[src/rtl/recarbitbank.sv]
// Receive arbitration/ID register bank: CPU and LLC write ports with runtime collision
// priority and a one-deep pending buffer that replays the losing write on an idle cycle.
module recarbitbank #(
    parameter int unsigned WIDTH = 16,
    parameter int unsigned NREG  = 4,
    parameter int unsigned AW    = 2
) (
    input  logic                  i_clk,
    input  logic                  i_rst,
    input  logic                  i_cpu,
    input  logic [AW-1:0]         i_cpu_addr,
    input  logic [WIDTH-1:0]      i_reginp,
    input  logic                  i_can,
    input  logic [AW-1:0]         i_can_addr,
    input  logic [WIDTH-1:0]      i_recidin,
    input  logic                  i_prio_can,
    input  logic [AW-1:0]         i_rd_addr,
    output logic [WIDTH-1:0]      o_rd_data_c,
    output logic [NREG*WIDTH-1:0] o_regout,
    output logic [NREG-1:0]       o_upd,
    output logic                  o_pend,
    output logic                  o_ovf,
    input  logic                  i_ovf_clr
);

    logic [WIDTH-1:0] r_regs [NREG];
    logic [NREG-1:0]  r_upd;
    logic             r_pend;
    logic [AW-1:0]    r_pend_addr;
    logic [WIDTH-1:0] r_pend_data;
    logic             r_ovf;

    logic             w_cpu_v;
    logic             w_can_v;
    logic             w_coll;
    logic             w_cpu_wr;
    logic             w_can_wr;
    logic             w_drain;
    logic             w_hit;
    logic [NREG-1:0]  w_wen;
    logic [WIDTH-1:0] w_wdat [NREG];
    logic [AW-1:0]    w_lose_addr;
    logic [WIDTH-1:0] w_lose_data;

    // Request qualification and collision resolution
    always_comb begin
        w_cpu_v     = i_cpu && (32'(i_cpu_addr) < NREG);
        w_can_v     = i_can && (32'(i_can_addr) < NREG);
        w_coll      = w_cpu_v && w_can_v && (i_cpu_addr == i_can_addr);
        w_cpu_wr    = w_cpu_v && (!w_coll || !i_prio_can);
        w_can_wr    = w_can_v && (!w_coll || i_prio_can);
        w_drain     = r_pend && !i_cpu && !i_can;
        w_hit       = r_pend && ((w_cpu_wr && (i_cpu_addr == r_pend_addr)) ||
                                 (w_can_wr && (i_can_addr == r_pend_addr)));
        w_lose_addr = i_prio_can ? i_cpu_addr : i_can_addr;
        w_lose_data = i_prio_can ? i_reginp : i_recidin;
    end

    // Per-entry write enable and data select; drain never coincides with a live request
    always_comb begin
        for (int i = 0; i < int'(NREG); i++) begin
            w_wen[i]  = 1'b0;
            w_wdat[i] = '0;
            if (w_cpu_wr && (i_cpu_addr == AW'(i))) begin
                w_wen[i]  = 1'b1;
                w_wdat[i] = i_reginp;
            end else if (w_can_wr && (i_can_addr == AW'(i))) begin
                w_wen[i]  = 1'b1;
                w_wdat[i] = i_recidin;
            end else if (w_drain && (r_pend_addr == AW'(i))) begin
                w_wen[i]  = 1'b1;
                w_wdat[i] = r_pend_data;
            end
        end
    end

    always_ff @(posedge i_clk) begin
        if (!i_rst) begin
            for (int i = 0; i < int'(NREG); i++) r_regs[i] <= '0;
            r_upd       <= '0;
            r_pend      <= 1'b0;
            r_pend_addr <= '0;
            r_pend_data <= '0;
            r_ovf       <= 1'b0;
        end else begin
            for (int i = 0; i < int'(NREG); i++) begin
                if (w_wen[i]) r_regs[i] <= w_wdat[i];
            end
            r_upd <= w_wen;
            // A new loser always takes the buffer; otherwise drain or supersede empties it
            if (w_coll) begin
                r_pend      <= 1'b1;
                r_pend_addr <= w_lose_addr;
                r_pend_data <= w_lose_data;
            end else if (w_drain || w_hit) begin
                r_pend      <= 1'b0;
            end
            if (w_coll && r_pend) r_ovf <= 1'b1;
            else if (i_ovf_clr)   r_ovf <= 1'b0;
        end
    end

    always_comb begin
        o_rd_data_c = '0;
        for (int i = 0; i < int'(NREG); i++) begin
            if (i_rd_addr == AW'(i)) o_rd_data_c = r_regs[i];
        end
    end

    for (genvar g = 0; g < int'(NREG); g++) begin : g_out
        assign o_regout[g*WIDTH +: WIDTH] = r_regs[g];
    end

    assign o_upd  = r_upd;
    assign o_pend = r_pend;
    assign o_ovf  = r_ovf;

endmodule
[config.mk]
export PLATFORM = sky130hd
export DESIGN_NAME = recarbitbank
export DESIGN_NICKNAME = d
export VERILOG_FILES = /design/src/rtl/recarbitbank.sv
export SDC_FILE = /design/constraint.sdc
export NUM_CORES = 1
export LEC_CHECK = 0
export ABC_AREA = 0
export CAP_MARGIN = 10
export CORE_UTILIZATION = 38
export CTS_CLUSTER_SIZE = 14
export DETAILED_ROUTE_END_ITERATION = 7
export HOLD_SLACK_MARGIN = 0.03
export PLACE_DENSITY = 0.75
export SYNTH_ARGS = -nofsm -noshare
export SYNTH_HDL_FRONTEND = slang
export SYNTH_SLANG_ARGS = --single-unit
[constraint.sdc]
create_clock -name i_clk -period 4.14 [get_ports i_clk]
set_input_delay 0.621 -clock i_clk [delete_from_list [all_inputs] [get_ports i_clk]]
set_output_delay 0.621 -clock i_clk [all_outputs]
set_load 0.05 [all_outputs]
# == Word level (Yosys, flattened, before mapping) ==
# Memories as Yosys holds them, arrays and structs flattened.
# Index checks and enable logic that the tools add are counted.
# totals
register_bits,24
ram_bits,64
input_bits,44
output_inout_bits,86
word_cells,112
mem_count,1
# mem_list
name,words,word_bits,rd,rd_clocked_by_memory_dff,write_ports,line,rtl
r_regs,4,16,4,0,4,26,logic [WIDTH-1:0] r_regs [NREG];
# classes
eq_ne,15
n_mux,51
bitwise_logic,4
n_reduce_logical,36
# ops
cell,n
$mux W16,21
$mux W1,29
$logic_and A1 B1 Y1,22
$eq A2 B2 Y1 const B,8
$eq A2 B1 Y1 const B,4
$logic_not A2 Y1,4
$eq A2 B2 Y1,3
$logic_not A1 Y1,4
$logic_or A1 B1 Y1,4
$or A1 B1 Y1,4
$reduce_bool A2 Y1,2
$mux W2,1

# == Depth between registers and ports, before layout ==
# Gate-level depths: netlist of the first run.
# logic_depth
word_depth,12
depth_mapped,7
mapped_depth_nobuf,4

# == Worst setup path before layout of the first run ==
# OpenSTA, ideal clock, no wires.
# synth_timing
kind,input to register
startpoint,input port i_cpu_addr[1]
endpoint,memory r_regs[0][0] (enable)
setup_time_ps,451
t_arrival_ps,2307
required_time_ps,3689
setup_slack_ps,1382
stages,6
n_path_buf,2
path_cell_list,buf_6 -> xor2_4 -> or4b_4 -> nand3_2 -> buf_4 -> nand4_1
# synth_lines
element,line,rtl
"start, declared",11,"input logic [AW-1:0] i_cpu_addr,"
"end, declared",26,

# == Final worst setup path of the first run ==
# layout_timing
startpoint,input port i_rd_addr[1]
endpoint,output port o_rd_data_c[4]
# layout_via
elab_chain_len,5
word_cells_on_any_way,8
classes_between,eq/ne: 3; mux: 4; reduce/logical: 1
# layout_lines
element,line,rtl
"start, declared",17,"input logic [AW-1:0] i_rd_addr,"
$logic_not A2 Y1,106,if (i_rd_addr == AW'(i)) o_rd_data_c = r_regs[i];
$mux W16 (3 in a row),106,
$mux W16 *,106,
"end, declared",18,"output logic [WIDTH-1:0] o_rd_data_c,"
# Mark *: on every way between the ends. The rest lies on a longest branch, timed or not.

==> results.json, run 1 <==
{
  "dp.cells": 670,
  "yosys-top-cells-area": "edfxtp_1, o221ai_1, dfxtp_1",
  "hold_path_class": "register to register",
  "final_hold_viol_count": 0,
  "viasPerCell": 5.93,
  "gp_congestion": 0.844,
  "fp.dieH_um": 113,
  "tns_ps": 0,
  "clk_latency_ps": 350,
  "final.min_clock_period_ps": 3370,
  "gr-usage-all-layers": 0.225,
  "dpl_worst_slack_ps": 761,
  "min_period_over_period": 0.815,
  "grt_overflow": 0,
  "portBuffers": 129,
  "highest_layer": "met4",
  "async_flop_share": 0,
  "drt.antenna.violating_nets": 0,
  "ff2ff_path_depth": 5,
  "routed_wl_um": 13900,
  "grt_pass1_wl_um": 21800,
  "wl_per_cell_um": 20.3,
  "timing.rr.start": "r_pend_addr[0]$_SDFFE_PN0N_",
  "initial_utilization": 0.391,
  "drive_gt1_frac": 0.132,
  "seq_area_um2": 2400,
  "cts_buffer_depth": 2,
  "cts.clk_slew.worst_paths_ps": 60,
  "clock_sinks": 88,
  "setup_ws_ps": 767,
  "synth-seq-cells": 88,
  "outcome": "completed",
  "hold_start": "r_pend_data[0]$_SDFFE_PN0N_",
  "dr_total_vias": 4066,
  "fin_cells": 686,
  "num_rows": 40,
  "yosysSeqAreaShare": 0.511,
  "fin_hold_ws_ps": 547,
  "worstSetupPathType": "input pin to output pin",
  "die_w_um": 113,
  "h-tree-depth": 3,
  "synth.yosys.warnings": 0,
  "final-setup-viol-count": 0,
  "hold_path_depth": 2,
  "total_power_mw": 2.59,
  "rr_endpoint": "r_regs[1][4]$_SDFFCE_PN0P_",
  "r2r_slack_ps": 1850,
  "relSlewSlack": 0.425,
  "first_pass_iters": 5,
  "rsz0062_at_grt": "no",
  "worstPathArrival_ps": 2750,
  "grt_max_degree": 25,
  "multi_input_area_um2": 2090,
  "layout.nets": 578,
  "post_cts_buffers": 0,
  "wl_met2_um": 6890,
  "ios": 130,
  "power_density_nw_per_um2": 403,
  "maxCapViolations": 0,
  "critPathCaptureType": "output pin",
  "maxSlewViolCount": 0,
  "grt_antenna_before_repair": 0,
  "yosysUniqueCellTypes": 40,
  "hold_path_end": "r_pend_data[0]$_SDFFE_PN0N_",
  "final.setup_skew_ps": 4.86,
  "ir_drop_mv": 0.200,
  "place_hpwl_um": 9800,
  "num-fill-cells": 1045,
  "avgSynthCellArea_um2": 11.4,
  "post-synth-top-area-cell": "edfxtp_1",
  "die-area_um2": 12800,
  "route.detailed.drc": 0,
  "synth-edff-count": 64,
  "numCtsBuffers": 9,
  "cp.required_ps": 3520,
  "startpoint_type": "input pin",
  "core-area_um2": 12000,
  "syn_inst": 413,
  "leakage_nw": 2.18,
  "drtIter0Drc": 370,
  "synth_flop_cell": "edfxtp_1",
  "cts.repair.resized": 0,
  "crit_fanout": 14,
  "wl_met1_um": 5600,
  "fmax_ghz": 0.297,
  "synth_top_cells_by_count": "nand2_1, edfxtp_1, o221ai_1, nor2_1, dfxtp_1",
  "cts_tree": "done",
  "hold_buffers": 0,
  "netlist.area_leader.share": 0.409,
  "syn_area_um2": 4700,
  "yosysMostFrequentCell": "nand2_1",
  "worst_slew_pin_slew_ps": 862,
  "wl_met3_um": 1110,
  "diodes": 0,
  "syn-num-nets": 457,
  "grt_pass1_vias": 4038,
  "area_growth_pct": 36.6,
  "ctsRootBufferMaster": "clkbuf_16"
}
-- metrics by stage --
stage               cell area, um2  utilization
global route                  6420        0.534
CTS                           6420        0.534
finish                        6420        0.534
detailed placement            6110        0.508
global placement              6110        0.508
floorplan                     4700            -
-- power breakdown --
group | internal [mW] | switching, mW | total [mW]
combinational | 0.236 | 0.439 | 0.675
clock | 0.492 | 0.357 | 0.849
sequential | 1.02 | 0.0437 | 1.06
-- sequential cells by signal, summed over array words and instances (netlist names) --
register	flops
o_ovf	1
o_pend	1
o_upd	4
r_pend_addr	2
r_pend_data	16
r_regs	64
-- logic make-up after synthesis --
family	Yosys count	share of synthesized area
AOI/OAI and AO/OA	91	0.163
DFF	88	0.511
and+or+nand+nor	156	0.153
muxes	33	0.113
buffers and inverters	39	0.0450
xor gates and xnor gates	6	0.0152
-- worst max-delay path, stage by stage --
cell and delay [ps]:
clkdlybuf4s50_1 970, mux4_2 350, clkdlybuf4s50_1 810
-- cell type report --
cell class                 count  area share
clock buffer                  10      0.0372
timing repair buffer         148       0.222
tap                          147      0.0287
multi-input combinational    286       0.326
sequential                    88       0.374
clock inverter                 6      0.0115
inverter                       1    0.000585
-- layout by cell type, fill, tap and decap left out, types with 2 or more instances in the layout --
cell type        synthesis  final
xnor2_1                  4      4
mux2i_1                 17     17
or2_2                    4      4
dfxtp_1                 24     24
mux4_2                  16     16
o221ai_1                61     61
nor2_1                  26     26
inv_6                    0      2
nand3_2                  2      2
a21oi_1                  2      2
clkdlybuf4s50_1          0    125
or3_1                    3      3
nand4_1                  4      4
o221ai_2                 3      3
buf_4                    4     23
edfxtp_1                64     64
clkbuf_16                0      9
nand2_1                101    101
nand3_1                  2      2
a31oi_1                  6      6
or3b_1                   2      2
a211oi_1                17     17
clkinvlp_4               0      2
-- routing by layer --
metal	global-route usage	vias to the layer above
li1	-	1870
met1	0.282	1924
met2	0.378	244
met3	0.0487	28
met4	0.0904	0
met5	0	-
-- how the worst max path moves through the flow --
| stage | slack (ps) | cells after the start | from | to |
|---|---|---|---|---|
| 3_5_place_dp | 760 | 3 | i_rd_addr[1] | o_rd_data_c[6] |
| 3_3_place_gp | 770 | 3 | i_rd_addr[1] | o_rd_data_c[13] |
| 6_report | 770 | 3 | i_rd_addr[1] | o_rd_data_c[4] |
| 4_1_cts | 750 | 3 | i_rd_addr[1] | o_rd_data_c[6] |
| 5_1_grt | 690 | 3 | i_rd_addr[1] | o_rd_data_c[4] |
| 2_1_floorplan | 1380 | 6 | i_cpu_addr[1] | r_regs[0][0]$_SDFFCE_PN0P_ |
No activity file was read; power rests on OpenSTA's default activity.
==> run 2: changes to the inputs <==
==> constraint.sdc (replaced) <==
create_clock -name i_clk -period 3.4 [get_ports i_clk]
set_input_delay 0.51 -clock i_clk [delete_from_list [all_inputs] [get_ports i_clk]]
set_output_delay 0.51 -clock i_clk [all_outputs]
set_load 0.05 [all_outputs]
==> results.json, run 2 (synthesis gave the netlist of run 1 again) <==
{
  "outcome": "completed",
  "cp.required_ps": 3470,
  "timing.rr.start": "r_pend_addr[0]$_SDFFE_PN0N_",
  "die-area_um2": 12800,
  "final_hold_viol_count": 0,
  "largest_reg_flops": 64,
  "cts.clk_slew.worst_paths_ps": 60,
  "initial_utilization": 0.391,
  "worstSetupPathType": "input pin to register",
  "pwr-share-clk": 0.302,
  "cts.repair.resized": 0,
  "routed_wl_um": 14800,
  "cts_tree": "done",
  "swShare": 0.330,
  "core-area_um2": 12000,
  "final-setup-viol-count": 0,
  "fin_cells": 697,
  "grt_overflow": 0,
  "ctsRootBufferMaster": "clkbuf_16",
  "fmax_ghz": 0.381,
  "worst_slew_pin_slew_ps": 979,
  "hold_path_depth": 2,
  "hold_path_class": "register to register",
  "top_register": "r_regs",
  "leakage_nw": 2.23,
  "portBuffers": 129,
  "num_rows": 40,
  "crit_fanout": 18,
  "grt_antenna_before_repair": 0,
  "r2r_slack_ps": 1510,
  "grt_pass1_vias": 4255,
  "hold_path_end": "r_pend_data[12]$_SDFFE_PN0N_",
  "drive_gt1_frac": 0.165,
  "dr_total_vias": 4308,
  "layout.nets": 589,
  "fp.dieH_um": 113,
  "power_density_nw_per_um2": 473,
  "maxCapViolations": 0,
  "final_common_cell": "clkdlybuf4s50_1",
  "relSlewSlack": 0.347,
  "power.switching_mw": 1.00,
  "critPathCaptureType": "register",
  "ff2ff_path_depth": 4,
  "ir_drop_mv": 0.238,
  "tns_ps": 0,
  "rsz0062_at_grt": "no",
  "first_pass_iters": 5,
  "min_period_over_period": 0.771,
  "h-tree-depth": 3,
  "p_comb_frac": 0.272,
  "drt.antenna.violating_nets": 0,
  "viasPerCell": 6.18,
  "clock_sinks": 88,
  "seqPwrFrac": 0.426,
  "rr_endpoint": "r_regs[3][3]$_SDFFCE_PN0P_",
  "worstPathArrival_ps": 2700,
  "grt_pass1_wl_um": 23100,
  "final_cell_mix": "clkdlybuf4s50_1, nand2_1, edfxtp_1",
  "total_power_mw": 3.04,
  "hold_start": "r_pend_data[12]$_SDFFE_PN0N_",
  "die_w_um": 113,
  "gp_congestion": 0.893,
  "final.setup_skew_ps": 3.42,
  "area_growth_pct": 36.9,
  "final.min_clock_period_ps": 2620,
  "fin_hold_ws_ps": 553,
  "place_hpwl_um": 10600,
  "numCtsBuffers": 9,
  "cts_buffer_depth": 2,
  "drtIter0Drc": 433,
  "p_int_mw": 2.04,
  "startpoint_type": "input pin",
  "clk_latency_ps": 330,
  "hold_buffers": 0,
  "maxSlewViolCount": 0,
  "gr-usage-all-layers": 0.238,
  "diodes": 0,
  "ios": 130,
  "wl_per_cell_um": 21.3,
  "route.detailed.drc": 0,
  "dp.cells": 681,
  "post_cts_buffers": 0,
  "grt_max_degree": 33
}
run 2: area by class of cell:
cell class / count / area (um2)
flip-flops and latches: 88 / 2400
fillers: 1044 / 5580
well taps: 147 / 184
clock inverters: 5 / 31.3
clock buffers: 11 / 243
inverters: 1 / 3.75
multi-input cells: 286 / 2090
repair buffers: 159 / 1480
run 2: worst max-delay path, stage by stage:
cell	delay [ps]
clkdlybuf4s50_1	650
xor2_4	310
or4b_4	580
nand4b_4	260
nand4_1	130
buf_4	240
run 2: power by group through the flow:
stage | clock network [mW] | logic [mW] | registers [mW]
finish | 0.919 | 0.827 | 1.29
global route | 0.965 | 0.858 | 1.30
global placement | 0 | 0.810 | 1.31
floorplan | 0 | 0.294 | 1.54
CTS | 0.926 | 0.826 | 1.29
detailed placement | 0 | 0.824 | 1.32
run 2: worst max-delay path by stage:
stage / from / cells after the start / to / slack [ps]
floorplan: i_cpu_addr[1] / 6 / r_regs[0][0]$_SDFFCE_PN0P_ / 750
global placement: i_cpu_addr[1] / 6 / r_regs[2][9]$_SDFFCE_PN0P_ / 490
detailed placement: i_cpu_addr[1] / 6 / r_regs[2][10]$_SDFFCE_PN0P_ / 460
CTS: i_cpu_addr[1] / 6 / r_regs[2][14]$_SDFFCE_PN0P_ / 810
global route: i_can / 6 / r_regs[2][0]$_SDFFCE_PN0P_ / 680
finish: i_cpu_addr[1] / 6 / r_regs[2][12]$_SDFFCE_PN0P_ / 780
run 2: per-layer routing:
layer | wire (um) | up-vias | track usage
met5 | 0 | - | 0
met4 | 419 | 0 | 0.118
met3 | 1340 | 35 | 0.0316
met2 | 7200 | 294 | 0.389
met1 | 5870 | 2091 | 0.312
li1 | - | 1888 | -
run 2: metrics by stage:
step / utilization / setup slack, ps / instance area (um2)
after floorplan: - / 753 / 4700
after global placement: 0.513 / 493 / 6160
after detailed placement: 0.513 / 455 / 6160
after CTS: 0.536 / 805 / 6430
after global routing: 0.536 / 679 / 6430
final: 0.536 / 778 / 6430
==> run 3: changes to the inputs <==
==> constraint.sdc (replaced) <==
create_clock -name i_clk -period 2.5 [get_ports i_clk]
set_input_delay 0.375 -clock i_clk [delete_from_list [all_inputs] [get_ports i_clk]]
set_output_delay 0.375 -clock i_clk [all_outputs]
set_load 0.05 [all_outputs]
==> results.json, run 3 (synthesis gave the netlist of run 1 again) <==
{
  "post_cts_buffers": 0,
  "clock_sinks": 88,
  "area_growth_pct": 40.7,
  "drive_gt1_frac": 0.188,
  "worstPathArrival_ps": 1810,
  "grt_pass1_vias": 4181,
  "crit_fanout": 16,
  "leakage_nw": 2.34,
  "num_rows": 40,
  "cp.required_ps": 2120,
  "power_density_nw_per_um2": 654,
  "worst_slew_pin_slew_ps": 526,
  "ir_drop_mv": 0.356,
  "largest_reg_flops": 64,
  "multi_input_area_um2": 2090,
  "portBuffers": 129,
  "first_pass_iters": 7,
  "outcome": "completed",
  "gp_congestion": 0.876,
  "top_register": "r_regs",
  "gr-usage-all-layers": 0.235,
  "maxCapViolations": 0,
  "drtIter0Drc": 465,
  "core-area_um2": 12000,
  "fmax_ghz": 0.457,
  "ctsRootBufferMaster": "clkbuf_16",
  "routed_wl_um": 14800,
  "seq_area_um2": 2400,
  "setup_ws_ps": 311,
  "crit_family": "buffers and inverters",
  "tns_ps": 0,
  "met2_usage": 0.369,
  "final-setup-viol-count": 0,
  "cts.repair.resized": 0,
  "numCtsBuffers": 9,
  "route.detailed.drc": 0,
  "grt-busiest-layer": "met2",
  "h-tree-depth": 3,
  "dpl_cell_area_um2": 6300,
  "clk_latency_ps": 330,
  "grtUsageMet1": 0.309,
  "min_period_over_period": 0.876,
  "wl_per_cell_um": 20.8,
  "worstSetupPathType": "input pin to output pin",
  "dr_total_vias": 4286,
  "critPathCaptureType": "output pin",
  "fin_hold_ws_ps": 553,
  "grt_pass1_wl_um": 23000,
  "hold_buffers": 0,
  "final_hold_viol_count": 0,
  "dp.cells": 695,
  "viasPerCell": 6.03,
  "startpoint_type": "input pin",
  "fp.dieH_um": 113,
  "final_common_cell": "clkdlybuf4s50_1",
  "ios": 130,
  "final.min_clock_period_ps": 2190,
  "layout.nets": 603,
  "cts.clk_slew.worst_paths_ps": 60,
  "grt_antenna_before_repair": 0,
  "diodes": 0,
  "grtUsageMet3": 0.0595,
  "path_buf_inv": 3,
  "die-area_um2": 12800,
  "cts_buffer_depth": 2,
  "rsz0062_at_grt": "no",
  "cpPeakStageDelay_ps": 520,
  "hold_path_class": "register to register",
  "maxSlewViolCount": 0,
  "drt.antenna.violating_nets": 0,
  "path_cells": "clkdlybuf4s50_1, buf_12, mux4_2, buf_4",
  "grt_max_degree": 21,
  "cts_tree": "done",
  "grt_overflow": 0,
  "place_hpwl_um": 10400,
  "finalInstanceArea_um2": 6610,
  "final.setup_skew_ps": 5.04,
  "cpMaxStageDelayCell": "mux4_2",
  "fin_cells": 711,
  "initial_utilization": 0.391,
  "dpl_worst_slack_ps": 45.8,
  "num-fill-cells": 1016,
  "final_cell_mix": "clkdlybuf4s50_1, nand2_1, edfxtp_1",
  "relSlewSlack": 0.648,
  "die_w_um": 113
}
-- run 3: cell count changes in the layout (fill, tap and decap cells not counted), moves of 2 or more --
cell	delta
clkinv_2	+2
bufinv_16	+2
buf_12	+3
buf_4	+11
clkinvlp_4	-2
-- run 3: per-stage QoR --
stage          total power [mW]   util
4_1_cts                    4.32  0.551
3_5_place_dp               2.94  0.525
5_1_grt                    4.45  0.551
3_3_place_gp               2.92  0.525
6_report                   4.32  0.551
2_1_floorplan              2.50      -
-- run 3: worst min-delay path: cells and delay by family, from the launching register on --
family	cells	cell delay (ps)
and+or+nand+nor	1	110
DFF	1	350
AOI/OAI and AO/OA	1	50
-- run 3: routing by layer --
layer  routed length [um]  share of wire
met4                  435          0.029
met3                 1480           0.10
met2                 6880           0.47
met5                    0              0
met1                 5970           0.40
-- run 3: power breakdown --
group | leakage, nW | switching, mW | internal, mW
logic | 1.32 | 0.743 | 0.410
registers | 0.859 | 0.0751 | 1.68
clock network | 0.154 | 0.544 | 0.867
-- run 3: path summary, 6_finish.rpt --
check,from,end,slack (ps),cells past startpoint
max reg2reg,r_pend_addr[0]$_SDFFE_PN0N_,r_regs[3][7]$_SDFFCE_PN0P_,610,4
min reg2reg,r_pend_data[12]$_SDFFE_PN0N_,r_pend_data[12]$_SDFFE_PN0N_,550,2
max,i_rd_addr[0],o_rd_data_c[11],310,4
min,r_pend_data[12]$_SDFFE_PN0N_,r_pend_data[12]$_SDFFE_PN0N_,550,2
-- run 3: layout make-up --
class,count,area share
clock buffers,9,0.0341
inverters,1,0.000568
multi-input cells,286,0.316
repair buffers,173,0.245
well taps,147,0.0278
clock inverters,7,0.0131
flip-flops and latches,88,0.363
==> RTL change 1: new RTL, config.mk and constraints of run 2 <==
Make the reset (`i_rst`) asynchronous in one clocked block.
--- a/src/rtl/recarbitbank.sv
+++ b/src/rtl/recarbitbank.sv
@@ -74,7 +74,7 @@
         end
     end
 
-    always_ff @(posedge i_clk) begin
+    always_ff @(posedge i_clk or negedge i_rst) begin
         if (!i_rst) begin
             for (int i = 0; i < int'(NREG); i++) r_regs[i] <= '0;
             r_upd       <= '0;
Check against the original RTL: differs if i_rst is asserted again (counterexample within 4 cycles, from zero or initial values and one cycle with i_rst low); with i_rst held inactive, the same outputs for 4 cycles.
==> RTL change 1 against run 2 <==
Sequential cell count unchanged. Sequential share of layout area decreased by 5.9 points. Count of clock-buffer cells in the layout decreased by 2. Fmax decreased by 7.8%. Wire length increased by 26%. Cell area increased by 8.9%. Setup slack got worse by 0.22 ns. Synthesized area increased by 11%.
Power is not compared: it rests on default switching activity, and its combinational part moved more than twofold at a synthesized area within 25%.
==> RTL change 1: results (changes against run 2) <==
synthTopCellsByArea: "dfrtp_1 (42%), mux4_2 (6.9%), mux2i_1 (4.2%)"
synth_edf_count: 0  # -100%
area_growth_pct: 34.1
dr.pass1.iters: 6  # +1
die_width_um: 119  # +5.3%
ys_seq_area_frac: 0.422  # -0.0896
synth_cells: 520  # +26%
synth_cell_types: 59  # +48%
status: "finished, final reports clean"
finalClockSkew_ns: 0.00956  # +0.00614 ns
place_hpwl_um: 12800  # +21%
syn_nets: 564  # +23%
grtUsageMet1: 0.366  # +0.0545
relSlewSlack: 0.395  # +0.0488
async_flop_share: 1.00  # +1.00
place_inst: 807  # +19%
drive_gt1_frac: 0.150  # -0.0155
path_delay_family: "compound AO/OA/AOI/OAI gates"
grt_util_met2: 0.423  # +0.0340
met3_usage: 0.0417  # +0.0101
grt_pass1_vias: 5245  # +23%
clock_area_frac: 0.0457  # +0.00312
fin_cells: 823  # +18%
viasPerCell: 6.48  # +4.9%
hp-class: "primary input to async pin"
timing.rr.start: "r_pend_addr[1]$_DFFE_PN0N_"
place_congestion: 0.922  # +3.2%
grt_pass1_wl_um: 29400  # +27%
regArea_um2: 2200  # -8.3%
wl_met2_um: 8750  # +22%
critPathLaunch: "i_can"
track_usage: 0.268  # +0.0303
grt_max_degree: 56  # +70%
crit_slowest_cell: "a21oi_1"
multi_input_gates: 368  # +29%
met3_length_um: 1930  # +44%
nNonClkBuffers: 155  # -2.5%
cpPeakStageDelay_ns: 0.77  # +0.12 ns
placed_cell_area_um2: 6690  # +8.6%
multi_input_area_share: 0.390  # +0.0648
avgRoutedWirePerCell_um: 22.8  # +7.1%
path_max_fanout: 10  # -8
drt-initial-drc-count: 939  # +120%
[RTL change 1: changes by cell type in the layout (fill, tap and decap cells not counted), moves of 29 or more]
cell      change
o221ai_1     -61
edfxtp_1     -64
nand2_1      -82
dfrtp_1      +88
nor2_1       +30
a21oi_1      +29
[RTL change 1: worst paths after layout]
path	endpoint	slack, ns
min reg2reg	o_ovf$_DFFE_PN0P_	0.53
min in group i_clk	o_ovf$_DFFE_PN0P_	0.53
max in group asynchronous	r_pend_data[6]$_DFFE_PN0N_	2.41
min	o_upd[0]$_DFF_PN0_	0.22
max reg2reg	o_regout[20]$_DFFE_PN0P_	0.72
max	o_regout[20]$_DFFE_PN0P_	0.55
[RTL change 1: kinds of logic after synthesis]
group | Yosys count | synth area share
xor+xnor | 6 | 0.0137
flops | 88 | 0.422
mux | 48 | 0.133
simple gates | 159 | 0.156
compound gates | 155 | 0.221
buf+inv | 64 | 0.0553
==> RTL change 2: new RTL, settings of run 2 <==
Made on the original files. The parameter `WIDTH` goes from 16 to 18.
--- a/src/rtl/recarbitbank.sv
+++ b/src/rtl/recarbitbank.sv
@@ -1,7 +1,7 @@
 // Receive arbitration/ID register bank: CPU and LLC write ports with runtime collision
 // priority and a one-deep pending buffer that replays the losing write on an idle cycle.
 module recarbitbank #(
-    parameter int unsigned WIDTH = 16,
+    parameter int unsigned WIDTH = 18,
     parameter int unsigned NREG  = 4,
     parameter int unsigned AW    = 2
 ) (
Interface: changed (resized i_recidin, i_reginp, o_rd_data_c and o_regout); port bits go from 130 to 144. The function was not compared with the original's and may differ.
==> RTL change 2 against run 2 <==
Setup slack got worse by 0.016 ns. Synthesized area grew 11%. Non-clock buffer count grew 7. Sequential share of layout area up 0.65 points. Sequential cell count is 10 higher. Wire length grew 7.3%. Register-to-register slack lost 0.19 ns. Total power is 8.9% higher. Cell area increased by 9.7%. Largest cell class unchanged.
==> RTL change 2: results (changes against run 2) <==
grt_util_met2: 0.362  # -0.0278
wl_met2_um: 7730  # +7.4%
crit_arrival_ns: 2.72  # +0.02 ns
portBuffers: 143  # +11%
drt-met1-wl_um: 6020  # +2.6%
synthTopCellsByArea: "edfxtp_1 (41%), o221ai_1 (10%), dfxtp_1 (10%)"
dpl_worst_slack_ns: 0.415  # -0.0404 ns
track_usage: 0.226  # -0.0119
clk-insertion-delay-late_ns: 0.35  # +0.02 ns
final_nets: 638  # +8.3%
p_leak_nw: 2.40  # +7.4%
status: "finished, final reports clean"
ys_seq_area_frac: 0.514  # +0.00235
grt_pass1_vias: 4542  # +6.7%
drt-initial-drc-count: 414  # -4.4%
synth_edf_count: 72  # +13%
place_congestion: 0.844  # -5.5%
fillers: 1165  # +12%
avgRoutedWirePerCell_um: 20.6  # -3.0%
cpPeakStageDelay_ns: 0.62  # -0.03 ns
viasPerCell: 6.06  # -2.0%
grt_pass1_wl_um: 24500  # +5.8%
power_frac_seq: 0.435  # +0.009
place_hpwl_um: 11000  # +4.1%
total_power_mw: 3.31  # +8.9%
## RTL change 2: changes by cell type in the layout (fill, tap and decap cells not counted), sizes merged
cell and change:
mux2i +2, nor2 +2, dfxtp +2, edfxtp +8, a211oi +2, clkinvlp -1, o221ai +8, mux4 +2
clkdlybuf4s50 +11, inv -1, clkbuf +2, buf -4, nand2 +12
## RTL change 2: layout make-up
cell class | instances | share of cell area
tap | 176 | 0.0312
inverter | 1 | 0.000532
clock inverter | 3 | 0.00354
multi-input combinational | 314 | 0.329
timing repair buffer | 166 | 0.220
sequential | 98 | 0.380
clock buffer | 13 | 0.0354
## RTL change 2: stage by stage
| stage | instance area [um^2] | std cells |
|---|---|---|
| 2_1_floorplan | 5220 | 455 |
| 3_3_place_gp | 6780 | 755 |
| 3_5_place_dp | 6780 | 755 |
| 4_1_cts | 7060 | 771 |
| 5_1_grt | 7060 | 771 |
| 6_report | 7060 | 771 |
## RTL change 2: path summary, 6_finish.rpt
check | startpoint | to | slack [ns] | cells past startpoint
worst max-delay path | i_cpu_addr[1] | r_regs[2][13]$_SDFFCE_PN0P_ | 0.76 | 6
worst min-delay path | r_pend_data[0]$_SDFFE_PN0N_ | r_pend_data[0]$_SDFFE_PN0N_ | 0.55 | 2
worst max register to register | r_pend_addr[0]$_SDFFE_PN0N_ | r_regs[3][8]$_SDFFCE_PN0P_ | 1.32 | 4
worst min register to register | r_pend_data[0]$_SDFFE_PN0N_ | r_pend_data[0]$_SDFFE_PN0N_ | 0.55 | 2
## RTL change 2: cell families (layout without fill, tap and decap cells)
logic type             after synthesis  in the layout  synth area share
AO/OA/AOI/OAI                      101            101             0.171
XOR/XNOR                             6              6            0.0137
buffers and inverters               43            183            0.0426
flip-flops                          98             98             0.514
multiplexers                        37             37             0.114
AND/OR/NAND/NOR                    170            170             0.145
